<file path="config.mk">
export PLATFORM = sky130hd
export DESIGN_NAME = vram_scan_arbiter_flat
export DESIGN_NICKNAME = d
export VERILOG_FILES = /design/src/rtl/vram_scan_arbiter_if.sv /design/src/rtl/vram_scan_arbiter.sv /design/src/flat_wrapper.sv
export SDC_FILE = /design/constraint.sdc
export NUM_CORES = 1
export LEC_CHECK = 0
export ABC_AREA = 0
export BUFFER_PORTS_ARGS = -buffer_cell sky130_fd_sc_hd__buf_2
export CORE_MARGIN = 10
export CORE_UTILIZATION = 30
export CTS_BUF_LIST = sky130_fd_sc_hd__clkbuf_8
export DETAILED_ROUTE_END_ITERATION = 6
export HOLD_SLACK_MARGIN = 0.05
export PLACE_DENSITY = 0.44
export SLEW_MARGIN = 25
export SYNTH_ARGS = -nofsm -noshare
export SYNTH_HDL_FRONTEND = slang
export SYNTH_SLANG_ARGS = --single-unit
</file>
<file path="constraint.sdc">
create_clock -name pix_clk -period 10 [get_ports pix_clk]
set_input_delay 1 -clock pix_clk [delete_from_list [all_inputs] [get_ports pix_clk]]
set_output_delay 1 -clock pix_clk [all_outputs]
set_load 0.02 [all_outputs]
</file>
<file path="src/rtl/vram_scan_arbiter_if.sv">
// vram_scan_arbiter_if: pixel-writer request handshake into the VRAM arbiter
// Ports (per modport):
//   master (writer)  : drives valid, addr, data; samples ready
//   slave  (arbiter) : samples valid, addr, data; drives ready
// A request transfers on a rising clock edge where valid and ready are both high.
interface vram_scan_arbiter_if #(
  parameter int ADDR_W = 19,
  parameter int DATA_W = 8
);
  logic valid;
  logic ready;
  logic [ADDR_W-1:0] addr;
  logic [DATA_W-1:0] data;
  modport master (output valid, addr, data, input ready);
  modport slave (input valid, addr, data, output ready);
endinterface

</file>
<file path="src/rtl/vram_scan_arbiter.sv">
// vram_scan_arbiter: shares one single-port sync pixel RAM between VGA scan-out and a buffered writer
// Ports:
//   pix_clk      pixel clock, rising edge
//   rst_in       asynchronous reset, active low
//   disp_en      active-video flag, aligned with pos_x/pos_y
//   pos_x/pos_y  visible column/row
//   wr           writer handshake (valid/ready/addr/data), queued in a write FIFO
//   mem_addr/mem_we/mem_wdata  registered RAM controls
//   mem_rdata    RAM read data, valid one cycle after mem_addr
//   pixel_data   scanned pixel, zero when pixel_valid is low
//   pixel_valid  disp_en delayed three cycles
//   fifo_level   write FIFO occupancy
//   wr_stall_cnt (only with VRAM_ARB_STALL_CNT_EN) saturating count of cycles valid & !ready
// Configuration macro: VRAM_ARB_STALL_CNT_EN adds the stall counter; undefined leaves it out.
module vram_scan_arbiter #(
  parameter int H_RES = 640,
  parameter int V_RES = 480,
  parameter int ADDR_W = 19,
  parameter int DATA_W = 8,
  parameter int FIFO_DEPTH = 8
) (
  input  logic pix_clk,
  input  logic rst_in,
  input  logic disp_en,
  input  logic [11:0] pos_x,
  input  logic [11:0] pos_y,
  vram_scan_arbiter_if.slave wr,
  output logic [ADDR_W-1:0] mem_addr,
  output logic mem_we,
  output logic [DATA_W-1:0] mem_wdata,
  input  logic [DATA_W-1:0] mem_rdata,
  output logic [DATA_W-1:0] pixel_data,
  output logic pixel_valid,
  output logic [$clog2(FIFO_DEPTH):0] fifo_level
`ifdef VRAM_ARB_STALL_CNT_EN
  ,
  output logic [15:0] wr_stall_cnt
`endif
);
  localparam int PTR_W = $clog2(FIFO_DEPTH);
  localparam int LVL_W = PTR_W + 1;
  typedef enum logic [1:0] {IDLE, SCAN, DRAIN} state_t;
  state_t state;
  logic [ADDR_W-1:0] fifo_addr [FIFO_DEPTH];
  logic [DATA_W-1:0] fifo_data [FIFO_DEPTH];
  logic [PTR_W-1:0] rd_ptr, wr_ptr;
  logic [LVL_W-1:0] count, count_nxt;
  logic ready, push, pop, in_range, en_d1, en_d2, rd_ok;
  logic [ADDR_W-1:0] scan_addr;
  assign wr.ready = ready;
  assign fifo_level = count;
  always_comb begin
    in_range = pos_x < 12'(H_RES) && pos_y < 12'(V_RES);
    scan_addr = ADDR_W'(32'(pos_y) * 32'(H_RES) + 32'(pos_x));
    push = wr.valid && ready;
    pop = !disp_en && count != '0;
    count_nxt = count + LVL_W'(push) - LVL_W'(pop);
  end
  always_ff @(posedge pix_clk)
    if (push) begin
      fifo_addr[wr_ptr] <= wr.addr;
      fifo_data[wr_ptr] <= wr.data;
    end
  // state==SCAN marks a read issued this cycle, so rd_ok lines up with the RAM data one cycle later
  always_ff @(posedge pix_clk or negedge rst_in)
    if (!rst_in) begin
      state <= IDLE;
      mem_addr <= '0;
      mem_we <= 1'b0;
      mem_wdata <= '0;
      pixel_data <= '0;
      pixel_valid <= 1'b0;
      en_d1 <= 1'b0;
      en_d2 <= 1'b0;
      rd_ok <= 1'b0;
      count <= '0;
      rd_ptr <= '0;
      wr_ptr <= '0;
      ready <= 1'b0;
    end else begin
      count <= count_nxt;
      ready <= count_nxt != LVL_W'(FIFO_DEPTH);
      if (push) wr_ptr <= wr_ptr + PTR_W'(1);
      if (pop) rd_ptr <= rd_ptr + PTR_W'(1);
      en_d1 <= disp_en;
      en_d2 <= en_d1;
      pixel_valid <= en_d2;
      rd_ok <= state == SCAN;
      pixel_data <= rd_ok ? mem_rdata : '0;
      if (disp_en) begin
        state <= in_range ? SCAN : IDLE;
        mem_we <= 1'b0;
        if (in_range) mem_addr <= scan_addr;
      end else if (pop) begin
        state <= DRAIN;
        mem_we <= 1'b1;
        mem_addr <= fifo_addr[rd_ptr];
        mem_wdata <= fifo_data[rd_ptr];
      end else begin
        state <= IDLE;
        mem_we <= 1'b0;
      end
    end
`ifdef VRAM_ARB_STALL_CNT_EN
  always_ff @(posedge pix_clk or negedge rst_in)
    if (!rst_in) wr_stall_cnt <= '0;
    else if (wr.valid && !ready && wr_stall_cnt != 16'hFFFF) wr_stall_cnt <= wr_stall_cnt + 16'd1;
`else
`endif
endmodule

</file>
<file path="src/flat_wrapper.sv">
// flat-port wrapper written by rule: the top's interface ports become plain ports
module vram_scan_arbiter_flat 
#(
  parameter int H_RES = 640,
  parameter int V_RES = 480,
  parameter int ADDR_W = 19,
  parameter int DATA_W = 8,
  parameter int FIFO_DEPTH = 8
)
  (pix_clk, rst_in, disp_en, pos_x, pos_y, mem_addr, mem_we, mem_wdata, mem_rdata, pixel_data, pixel_valid, fifo_level, wr_valid, wr_addr, wr_data, wr_ready);
  vram_scan_arbiter_if #(.ADDR_W(ADDR_W), .DATA_W(DATA_W)) wr_i ();
  input  logic pix_clk;
  input  logic rst_in;
  input  logic disp_en;
  input  logic [11:0] pos_x;
  input  logic [11:0] pos_y;
  output logic [ADDR_W-1:0] mem_addr;
  output logic mem_we;
  output logic [DATA_W-1:0] mem_wdata;
  input  logic [DATA_W-1:0] mem_rdata;
  output logic [DATA_W-1:0] pixel_data;
  output logic pixel_valid;
  output logic [$clog2(FIFO_DEPTH):0] fifo_level;
  input wire logic [$bits(wr_i.valid)-1:0] wr_valid;
  input wire logic [$bits(wr_i.addr)-1:0] wr_addr;
  input wire logic [$bits(wr_i.data)-1:0] wr_data;
  output wire logic [$bits(wr_i.ready)-1:0] wr_ready;
  assign wr_i.valid = wr_valid;
  assign wr_i.addr = wr_addr;
  assign wr_i.data = wr_data;
  assign wr_ready = wr_i.ready;
  vram_scan_arbiter #(.H_RES(H_RES), .V_RES(V_RES), .ADDR_W(ADDR_W), .DATA_W(DATA_W), .FIFO_DEPTH(FIFO_DEPTH)) u_core (.pix_clk(pix_clk), .rst_in(rst_in), .disp_en(disp_en), .pos_x(pos_x), .pos_y(pos_y), .wr(wr_i), .mem_addr(mem_addr), .mem_we(mem_we), .mem_wdata(mem_wdata), .mem_rdata(mem_rdata), .pixel_data(pixel_data), .pixel_valid(pixel_valid), .fifo_level(fifo_level));
endmodule
</file>
After elaboration in Yosys (flattened, before gate mapping):

Memories as Yosys holds them, arrays and structs flattened. A register that Yosys moved wholly into a read port is not among the register bits.
Cells that the tools add are included.
W data, S select, Z words.

* flip-flop bits (word level): 45
* memory bits (writable): 216
* input bits: 63
* output and inout port bits: 42
* logic and storage cells: 46
* memories: 2

* add/subtract/negate cells: 5
* multiply operators: 1
* order comparisons: 2
* equality and inequality tests: 3
* mux-type cells: 11
* bitwise operators: 1
* reduce and logical (&&, ||, !) cells: 9

Memory list
* u_core.fifo_addr: depth 8, bits a word 19, rd ports 1, clocked after memory_dff 0, write ports 1, RTL line vram_scan_arbiter.sv:44 `logic [ADDR_W-1:0] fifo_addr [FIFO_DEPTH];`
* u_core.fifo_data: depth 8, bits a word 8, rd ports 1, clocked after memory_dff 1, write ports 1, RTL line vram_scan_arbiter.sv:45 `logic [DATA_W-1:0] fifo_data [FIFO_DEPTH];`

Operators with widths (number)
* $mux W19: 3
* $add A19 B12 Y19: 1
* $lt A12 B10 Y1 const B: 1
* $lt A12 B9 Y1 const B: 1
* $mul A12 B3 Y12 const B: 1
* $mux W8: 1
* $add A3 B1 Y3 const B: 2
* $mux W1: 5
* $add A4 B1 Y4: 1
* $mux W2: 2
* $ne A4 B4 Y1 const B: 1
* $reduce_and A2 Y1: 2
* $reduce_bool A4 Y1: 1
* $sub A4 B1 Y4: 1
* $logic_and A1 B1 Y1: 3
* $eq A2 B1 Y1 const B: 1
* $logic_not A1 Y1: 2
* $ne A2 B1 Y1 const B: 1
* $reduce_bool A2 Y1: 1
* $not A1 Y1: 1

Depth between registers and ports, before layout:

Gate-level depths: netlist of the first run.

* depth after elaboration: 4
* mapped depth: 11
* gate-level depth less buffers: 10

Least setup slack after synthesis of the first run:

Ideal clock, no wire load.

* path type: input-to-reg
* from: in wr_valid
* to: mem u_core.fifo_addr[0][0], enable pin
* library setup time: 0.479 ns
* arrival time: 3.764 ns
* required time: 9.521 ns
* slack: 5.757 ns
* cell stages on the path: 2
* cell sequence: nand2_1 nor4_1

* word-level cells in the longest chain between the ends: 3

Ends and longest elaborated chain
* start, declared: RTL line flat_wrapper.sv:24 `input wire logic [$bits(wr_i.valid)-1:0] wr_valid;`
* $logic_and A1 B1 Y1: RTL line vram_scan_arbiter.sv:55 `push = wr.valid && ready;`
* $mux W1: RTL line vram_scan_arbiter.sv:60 `if (push) begin`
* $mux W1 (not written as such): RTL line vram_scan_arbiter.sv:61 `fifo_addr[wr_ptr] <= wr.addr;`
* end, declared: RTL line vram_scan_arbiter.sv:44

No other way between the ends.

Final worst setup path of the first run:

* from: in disp_en
* to: reg u_core.ready (netlist: u_core.wr.ready)

* word-level cells in the longest chain between the ends: 4

Ends and longest elaborated chain
* start, declared: RTL line flat_wrapper.sv:14 `input logic disp_en;`
* $logic_not A1 Y1: RTL line vram_scan_arbiter.sv:56 `pop = !disp_en && count != '0;`
* $logic_and A1 B1 Y1: RTL line vram_scan_arbiter.sv:56
* $sub A4 B1 Y4: RTL line vram_scan_arbiter.sv:57 `count_nxt = count + LVL_W'(push) - LVL_W'(pop);`
* via u_core.count_nxt[3]: RTL line vram_scan_arbiter.sv:47 `logic [LVL_W-1:0] count, count_nxt;`
* $ne A4 B4 Y1: RTL line vram_scan_arbiter.sv:82 `ready <= count_nxt != LVL_W'(FIFO_DEPTH);`
* end signal, assigned: RTL line vram_scan_arbiter.sv:82
* end, declared: RTL line vram_scan_arbiter.sv:48 `logic ready, push, pop, in_range, en_d1, en_d2, rd_ok;`

The timed path passes the listed nets, and every way through them passes these cells.
A chain may end at the register's enable or synchronous reset.

==> results of run 1 <==
sequential cells by signal, summed over array words and instances, names as in the netlist, 3 cells and up:
register           flops
u_core.fifo_addr     152
u_core.fifo_data      64
u_core.fifo_level      4
u_core.mem_addr       19
u_core.mem_wdata       8
u_core.pixel_data      8
u_core.rd_ptr          3
u_core.wr_ptr          3
routing by layer:
layer	track usage [%]	vias to the layer above	routed length, microns
met4	4.00	4	514
met5	0	-	16
met3	3.15	45	1340
li1	-	2704	-
met1	15.0	3079	11500
met2	20.9	121	13600
cell usage in the layout, fill, tap and decap left out, drive strengths merged, types with 6 or more instances in the layout:
cell / netlist / final
nor3: 10 / 10
edfxtp: 216 / 216
nor2: 36 / 36
ha: 29 / 29
buf: 11 / 117
clkbuf: 12 / 52
clkinv: 0 / 7
o21ai: 22 / 22
mux2i: 26 / 26
a21oi: 28 / 28
dfrtp: 52 / 52
mux4: 54 / 54
xnor2: 15 / 15
nand2: 25 / 25
inv: 16 / 39
a21o: 6 / 6
and2: 8 / 8
logic make-up after synthesis:
family,Yosys count
XOR/XNOR,19
adder cells (fa/ha/maj),32
buffers and inverters,39
flip-flops,268
AO/OA/AOI/OAI,71
AND/OR/NAND/NOR,101
multiplexers,83
how the worst min path moves through the flow:
stage / from / slack [ns] / to / cells past startpoint
2_1_floorplan: u_core.en_d1$_DFF_PN0_ / 0.33 / u_core.en_d2$_DFF_PN0_ / 0
3_3_place_gp: u_core.en_d1$_DFF_PN0_ / 0.34 / u_core.en_d2$_DFF_PN0_ / 0
3_5_place_dp: u_core.en_d1$_DFF_PN0_ / 0.34 / u_core.en_d2$_DFF_PN0_ / 0
4_1_cts: u_core.en_d2$_DFF_PN0_ / 0.36 / u_core.pixel_valid$_DFF_PN0_ / 0
5_1_grt: u_core.en_d1$_DFF_PN0_ / 0.37 / u_core.en_d2$_DFF_PN0_ / 0
6_report: u_core.en_d2$_DFF_PN0_ / 0.35 / u_core.pixel_valid$_DFF_PN0_ / 0
report_power, final:
| part | total (mW) | internal, mW | switching, mW |
|---|---|---|---|
| Clock | 0.932 | 0.501 | 0.431 |
| Combinational | 0.976 | 0.450 | 0.527 |
| Sequential | 1.59 | 1.42 | 0.172 |
| Total | 3.50 | 2.37 | 1.13 |
metrics by stage:
step	worst slack (ns)	total power, mW	cell area [sq um]
final	6.66	3.50	13000
after global routing	6.58	3.73	13000
after CTS	6.67	3.58	13000
after detailed placement	6.07	2.63	12100
after global placement	6.17	2.60	12100
after floorplan	5.76	2.26	11000
critical path, stage by stage:
cell and delay, ns:
buf_2 0.35, a31oi_2 0.26, buf_4 0.36, ha_1 0.27, inv_1 0.06, ha_1 0.27, a21o_1 0.18, a21oi_1 0.17
xor2_1 0.22, or4b_2 0.60
final cells by class:
cell class	count	area, sq um
sequential	268	7800
timing repair buffer	117	618
inverter	16	60.1
multi-input combinational	306	3060
tap	461	577
clock buffer	52	716
antenna	1	2.50
fill	3361	22800
clock inverter	32	161
==> flow_metrics.tcl, run 1 <==
set metrics [dict create \
    cts_buffer_depth 3 \
    yosysTopAreaCell "edfxtp_1" \
    maxCapViolations 0 \
    drv_slew 0 \
    dieArea_sq_um 44500 \
    end_kind "flip-flop" \
    num_io_pins 105 \
    yosys-top-cells-count "216 x edfxtp_1, 54 x mux4_2, 52 x dfrtp_1" \
    synthMuxAreaShare_pct 13.8 \
    post-route-period-util_pct 33.4 \
    slew_headroom_pct 46.7 \
    place_inst 1168 \
    drt_iter0_markers 303 \
    firstDrtPassIters 4 \
    clock_latency_ns 0.56 \
    yosysUniqueCellTypes 42 \
    cp_max_fo 34 \
    grt_max_degree 53 \
    dp_hpwl_microns 16000 \
    post_cts_buffers 0 \
    antenna_found_initial 3 \
    synth_top_area_share_pct 59.2 \
    min_period_ns 3.34 \
    gp_congestion 0.770 \
    setup.worst_path.class "in -> reg" \
    async_flop_share_pct 19.4 \
    area_growth_pct 18.7 \
    critical_path.startpoint "disp_en" \
    fin_skew_ns 0.0105 \
    via_per_inst 4.75 \
    die_x_microns 211 \
    start_kind "input port" \
    drt-total-wl_microns 26900 \
    endpoint "u_core.wr.ready$_DFF_PN0_" \
    synthCells 613 \
    cts_buffers 46 \
    yosysMostFrequentCell "edfxtp_1" \
    hold_slack_ns 0.354 \
    die_h_microns 211 \
    drive_above_1_share_pct 31.2 \
    r2r_end "u_core.wr.ready$_DFF_PN0_" \
    power_leakage_nw 4.84 \
    final_cells 1253 \
    ys_seq_area_share_pct 71.1 \
    ctsResizeCount 0 \
    ant_nets 0 \
    power.density_nw_per_um2 269 \
    synth_flop_cell "edfxtp_1" \
    grt_use_total_pct 12.3 \
    yosys_warnings 0 \
    start_util_pct 30.6 \
    cts_tree "built" \
    rrSetupSlack_ns 6.92 \
    synthXorXnorAreaFrac_pct 1.52 \
    io_buffers 104 \
    syn_avg_cell_area_sq_um 17.9 \
    outcome "finished, final reports clean" \
    setup_violations 0 \
    synthAdderAreaFrac_pct 3.86 \
    ys_ff_latch 268 \
    wire_per_inst_microns 21.5 \
    synth_top_family_by_area "multiplexers" \
    rsz0062_at_grt "no" \
    post-route-util_pct 36.3 \
    synth.area.top_cells "edfxtp_1 59%, dfrtp_1 12%, mux4_2 11%" \
    reg2reg_from "u_core.fifo_level[2]$_DFF_PN0_" \
    core_sq_um 35800 \
    fmax_mhz 300 \
    peakVddDrop_mv 0.110 \
    dr_total_vias 5953 \
    cts.sinks 268 \
    critical_path_required_ns 10.42 \
    tightest_slew_ns 0.799 \
    worstPathArrival_ns 3.76 \
    num_rows 69 \
    reg2reg_depth 11 \
    ctsHoldBuffers 0 \
    hold_viol 0 \
    hold_path.class "reg -> reg" \
    syn-num-nets 708 \
    clock-root-buffer "clkbuf_8" \
    final_nets 850 \
    htree_levels 2 \
    synthSimpleGateAreaFrac_pct 4.49 \
    grt_pass1_wl_microns 41300 \
    overflow 0 \
    grt_pass1_vias 6662 \
    synth_edf_count 216 \
    synth.cell_area_sq_um 11000 \
    path_clk_slew_ns 0.06 \
    drc 0 \
    synth_compound_area_share_pct 3.79 \
    setup_tns_ns 0 \
]
No activity file was read; power rests on OpenSTA's default activity.
==> run 2: changes to the inputs <==
- ABC_AREA: 0 -> 1
- clock period: 10 -> 3.1 ns (I/O delays scaled with it)
==> run 2 against run 1 <==
Non-clock buffer count increased by 53. Routed wire length increased by 14%. Flip-flop and latch count unchanged. First-iteration DRC count increased by 48%. Clock skew increased by 0.032 ns. Combinational power increased to 4.0 times the previous value. Sequential share of layout area decreased by 4.0 points. Hold slack got worse by 0.20 ns. Cell count increased by 32%.
==> flow_metrics.tcl, run 2 <==
set metrics [dict create \
    overflow 0 \
    synth.cell_area_sq_um 11300 \
    drt-total-wl_microns 30600 \
    finalPower_mw 11.9 \
    cts_buffer_depth 3 \
    worstPathArrival_ns 2.75 \
    antenna_found_initial 4 \
    num_rows 71 \
    yosysUniqueCellTypes 43 \
    yosysTopAreaCell "edfxtp_1" \
    synthCells 937 \
    min_period_ns 2.24 \
    clock-root-buffer "clkbuf_8" \
    yosysMostFrequentCell "edfxtp_1" \
    setup_violations 0 \
    r2r_end "u_core.wr.ready$_DFF_PN0_" \
    ys_ff_latch 268 \
    synth.area.top_cells "edfxtp_1 57%, dfrtp_1 11%, o21ai_0 5.1%" \
    power.density_nw_per_um2 857 \
    layout_common_cells "216 x edfxtp_1, 129 x nor2_1, 116 x o21ai_0, 113 x nand2_1, 104 x buf_2" \
    ctsResizeCount 0 \
    final_nets 1202 \
    post-route-period-util_pct 72.4 \
    cts.sinks 268 \
    io_buffers 104 \
    dieArea_sq_um 45900 \
    top_regs "u_core.fifo_addr x152, u_core.fifo_data x64, u_core.mem_addr x19" \
    syn-num-nets 1032 \
    met2_usage_pct 21.0 \
    endpoint "u_core.mem_addr[18]$_DFFE_PN0P_" \
    slew_headroom_pct 47.5 \
    grt_use_total_pct 13.2 \
    die_x_microns 214 \
    setup.worst_path.class "in -> reg" \
    grtUsageMet1_pct 17.5 \
    synth_flop_cell "edfxtp_1" \
    hold_viol 0 \
    rrSetupSlack_ns 0.88 \
    hold_path.class "in -> reg" \
    ys_seq_area_share_pct 68.8 \
    critical_path.startpoint "pos_y[1]" \
    grt_pass1_vias 7906 \
    synth_edf_count 216 \
    htree_levels 2 \
    fmax_mhz 446 \
    core_sq_um 37400 \
    outcome "finished, final reports clean" \
    met3_usage_pct 3.06 \
    wire_per_inst_microns 18.4 \
    clock_latency_ns 0.58 \
    hold_slack_ns 0.155 \
    firstDrtPassIters 5 \
    cp_max_fo 5 \
    setup_tns_ns 0 \
    power_leakage_nw 5.37 \
    drc 0 \
    ant_nets 0 \
    top_register "u_core.fifo_addr" \
    critical_path_required_ns 3.61 \
    dr_total_vias 7579 \
    yosys_warnings 0 \
    area_growth_pct 22.9 \
    async_flop_share_pct 19.4 \
    maxCapViolations 0 \
    die_h_microns 214 \
    grt_busiest_layer "met2" \
    num_io_pins 105 \
    drv_slew 0 \
    cts_buffers 46 \
    drt_iter0_markers 449 \
    layout_commonest_cell "edfxtp_1" \
    cts_tree "built" \
    yosys-top-cells-count "216 x edfxtp_1, 137 x nor2_1, 116 x o21ai_0" \
    synth_top_area_share_pct 57.3 \
    path_clk_slew_ns 0.06 \
    reg2reg_from "u_core.fifo_level[2]$_DFF_PN0_" \
    start_util_pct 30.3 \
    reg2reg_depth 11 \
    end_kind "flip-flop" \
    rsz0062_at_grt "no" \
    grt_pass1_wl_microns 47800 \
    peakVddDrop_mv 0.492 \
    via_per_inst 4.57 \
    drive_above_1_share_pct 19.2 \
    tightest_slew_ns 0.786 \
    fin_skew_ns 0.0426 \
    start_kind "input port" \
    syn_avg_cell_area_sq_um 12.1 \
    dp_hpwl_microns 17700 \
    largest_register_ffs 152 \
    grt_max_degree 111 \
    gp_congestion 0.733 \
]
[run 2: critical path, cell delays in order]
cell	delay, ns
buf_2	0.12
ha_1	0.29
ha_1	0.24
fa_1	0.45
ha_1	0.36
nand2_1	0.09
nor2_1	0.09
nand2_1	0.05
nand3_1	0.16
nand3_4	0.11
nor2_2	0.17
nand2_1	0.06
nand2_1	0.05
nand3_1	0.08
a21oi_2	0.13
[run 2: kinds of logic after synthesis]
| family | after synthesis | share of synthesized area (%) |
|---|---|---|
| DFF | 268 | 68.8 |
| adders and majority gates | 32 | 3.74 |
| xor gates and xnor gates | 9 | 0.763 |
| and+or+nand+nor | 288 | 10.5 |
| AOI/OAI and AO/OA | 235 | 12.2 |
| buffers and inverters | 105 | 4.00 |
[run 2: timing repair]
item                                   CTS  global route
hold buffers                            44             0
endpoints found under the hold margin  284             0
buffers inserted                         0             0
[run 2: layout make-up]
cell class              instances  area [sq um]
flip-flops and latches        268          7790
diodes                          5          12.5
clock inverters                29           170
repair buffers                170          1180
fillers                      3739         23500
clock buffers                  56           771
inverters                      57           220
well taps                     511           639
multi-input cells             564          3140
[run 2: worst min-delay path by stage]
stage	startpoint	endpoint	slack (ns)	depth (start not counted)
4_1_cts	pos_y[9]	u_core.state[0]$_DFF_PN0_	0.13	4
5_1_grt	pos_y[9]	u_core.state[0]$_DFF_PN0_	0.15	4
3_3_place_gp	u_core.en_d1$_DFF_PN0_	u_core.en_d2$_DFF_PN0_	0.34	0
2_1_floorplan	rst_in	u_core.en_d1$_DFF_PN0_	0.01	0
3_5_place_dp	u_core.en_d2$_DFF_PN0_	u_core.pixel_valid$_DFF_PN0_	0.34	0
6_report	pos_y[9]	u_core.state[0]$_DFF_PN0_	0.16	4
[run 2: through the flow]
step / util, % / area [sq um] / std cells / worst slack, ns
6_report: 37.2 / 13900 / 1660 / 0.856
2_1_floorplan: - / 11300 / 937 / 0.471
3_5_place_dp: 33.5 / 12500 / 1526 / 0.260
4_1_cts: 37.2 / 13900 / 1655 / 0.858
5_1_grt: 37.2 / 13900 / 1657 / 0.670
3_3_place_gp: 33.5 / 12500 / 1526 / 0.294
[run 2: report_power, final]
| part | switching, mW | internal (mW) |
|---|---|---|
| clock network | 1.44 | 1.80 |
| registers | 0.246 | 4.53 |
| logic | 2.67 | 1.24 |
| total | 4.35 | 7.57 |
[run 2: per-layer routing]
metal,share of wire [%],wire (microns)
met1,47,14500
met2,46,14100
met3,4.5,1380
met4,2.0,607
met5,0,0
==> run 3: changes to the inputs <==
- ABC_AREA: 1 -> 0
- clock period: 3.1 -> 2.21 ns (I/O delays scaled with it)
==> run 3 against run 2 <==
The run now ends with setup timing left. First-iteration DRC count shrank 38%. Critical endpoint is now u_core.wr.ready$_DFF_PN0_. Cell area grew 2.3%. Sequential share of layout area shrank 1.2 points. Clock skew shrank 0.016 ns. Critical path type is now reg -> reg. Largest power group unchanged. Routed wire length shrank 13%. Total power grew 40%.
==> flow_metrics.tcl, run 3 (synthesis results as in run 1) <==
set metrics [dict create \
    tightest_slew_ns 0.556 \
    end_kind "flip-flop" \
    fmax_mhz 426 \
    grt_max_degree 53 \
    dieArea_sq_um 44500 \
    hold_viol 0 \
    num_io_pins 105 \
    finalInstanceArea_sq_um 14200 \
    clock_latency_ns 0.57 \
    power_leakage_nw 5.40 \
    io_buffers 104 \
    firstDrtPassIters 4 \
    critical_path_required_ns 2.65 \
    worstPathArrival_ns 2.79 \
    overflow 0 \
    final_cells 1362 \
    slew_headroom_pct 62.9 \
    drt-total-wl_microns 26700 \
    pwr-share-seq_pct 41.4 \
    switching_share_pct 31.7 \
    final_nets 958 \
    setup_tns_ns -0.138 \
    area_growth_pct 30.0 \
    cts_tree "built" \
    peakVddDrop_mv 0.397 \
    top_regs "u_core.fifo_addr x152, u_core.fifo_data x64, u_core.mem_addr x19" \
    post-route-period-util_pct 106 \
    violations "setup timing" \
    clock-root-buffer "clkbuf_8" \
    layout_common_cells "216 x edfxtp_1, 104 x buf_2, 65 x buf_4, 54 x mux4_2, 49 x clkbuf_8" \
    dpl_cell_area_sq_um 12900 \
    cts_buffer_depth 3 \
    cts.sinks 268 \
    drt_iter0_markers 279 \
    hold_path.class "in -> reg" \
    path_clk_slew_ns 0.06 \
    hold_slack_ns 0.118 \
    maxCapViolations 0 \
    post-route-util_pct 39.7 \
    pwr-share-comb_pct 33.3 \
    core_sq_um 35800 \
    power.internal_mw 11.4 \
    postLayoutSetupSlackWorst_ns -0.138 \
    outcome "complete, but fails checks" \
    start_util_pct 30.6 \
    min_period_ns 2.35 \
    num_rows 69 \
    largest_register_ffs 152 \
    power_frac_clock_pct 25.3 \
    via_per_inst 4.60 \
    power.density_nw_per_um2 1180 \
    ant_nets 0 \
    wire_per_inst_microns 19.6 \
    grt_pass1_wl_microns 41600 \
    rsz0062_at_grt "yes" \
    layout_commonest_cell "edfxtp_1" \
    antenna_found_initial 2 \
    drv_slew 0 \
    drive_above_1_share_pct 37.0 \
    htree_levels 2 \
    cts_buffers 46 \
    die_h_microns 211 \
    place_inst 1229 \
    die_x_microns 211 \
    start_kind "flip-flop" \
    p_sw_mw 5.30 \
    dp_hpwl_microns 16800 \
    gp_congestion 0.776 \
    dr_total_vias 6272 \
    top_register "u_core.fifo_addr" \
    grt_pass1_vias 7023 \
    grt_use_total_pct 12.2 \
    cp_max_fo 2 \
    setup_violations 1 \
    drc 0 \
    fin_skew_ns 0.0268 \
    setup.worst_path.class "reg -> reg" \
]
-- run 3: changes by cell type in the layout (fill, tap and decap cells not counted), moves of 9 or more --
cell / before / now
xnor2_1: 3 / 15
buf_4: 18 / 65
nor2_1: 129 / 32
o221ai_1: 25 / 0
mux2i_1: 0 / 26
nand2_1: 113 / 25
o211ai_1: 19 / 1
o21ai_0: 116 / 20
inv_1: 68 / 35
nand3_1: 20 / 2
o22ai_1: 29 / 1
buf_12: 4 / 13
mux4_2: 0 / 54
-- run 3: area by class of cell --
cell class | instances | area (sq um)
Clock buffer | 49 | 674
Fill cell | 3264 | 21600
Timing Repair Buffer | 225 | 1700
Inverter | 16 | 60.1
Antenna cell | 2 | 5.00
Sequential cell | 268 | 7800
Clock inverter | 35 | 199
Multi-Input combinational cell | 306 | 3220
Tap cell | 461 | 577
-- run 3: worst max-delay path, cell delays in order, from the launching register on --
cell     delay, ns
dfrtp_2       0.36
inv_2         0.05
ha_4          0.16
a31oi_4       0.17
ha_4          0.23
inv_2         0.06
ha_4          0.12
inv_2         0.03
fa_1          0.50
inv_2         0.05
or4b_4        0.50
-- run 3: layer usage --
layer / wire [microns] / track usage, % / vias up / part of all wire [%]
li1: - / - / 2919 / -
met1: 11400 / 14.8 / 3185 / 43
met2: 13400 / 21.2 / 125 / 50
met3: 1260 / 2.69 / 43 / 4.7
met4: 591 / 4.07 / 0 / 2.2
met5: 0 / 0 / - / 0
-- run 3: power by group through the flow --
stage / sequential, mW / combinational [mW] / clock (mW)
final: 6.92 / 5.57 / 4.24
after global routing: 7.04 / 6.09 / 4.66
after CTS: 6.94 / 5.67 / 4.43
after detailed placement: 7.04 / 5.57 / 0
after global placement: 7.01 / 5.49 / 0
after floorplan: 7.15 / 3.23 / 0
-- run 3: worst paths after layout --
kind	start	endpoint	slack [ns]	cells after the start
worst max register to register	u_core.fifo_level[2]$_DFF_PN0_	u_core.wr.ready$_DFF_PN0_	-0.14	10
max in group asynchronous	rst_in	u_core.rd_ptr[0]$_DFFE_PN0P_	1.70	3
worst max-delay path	u_core.fifo_level[2]$_DFF_PN0_	u_core.wr.ready$_DFF_PN0_	-0.14	10
worst min-delay path	pos_x[7]	u_core.mem_addr[7]$_DFFE_PN0P_	0.12	4
min in group asynchronous	rst_in	u_core.mem_addr[1]$_DFFE_PN0P_	0.18	3
worst min register to register	u_core.en_d1$_DFF_PN0_	u_core.en_d2$_DFF_PN0_	0.35	0
-- run 3: repair_timing --
item | 4_1_cts | 5_1_grt
endpoints found under the setup margin | 1 | 1
hold buffers | 43 | 0
buffers inserted | 2 | 2
hold endpoints to repair | 283 | 0
gates resized for setup | 0 | 2
pin swaps | 3 | 4
-- run 3: through the flow --
stage               power [mW]  setup WS (ns)
floorplan                 10.4         -0.819
global placement          12.5         -0.380
detailed placement        12.6         -0.414
CTS                       17.0         -0.163
global route              17.8         -0.202
finish                    16.7         -0.138
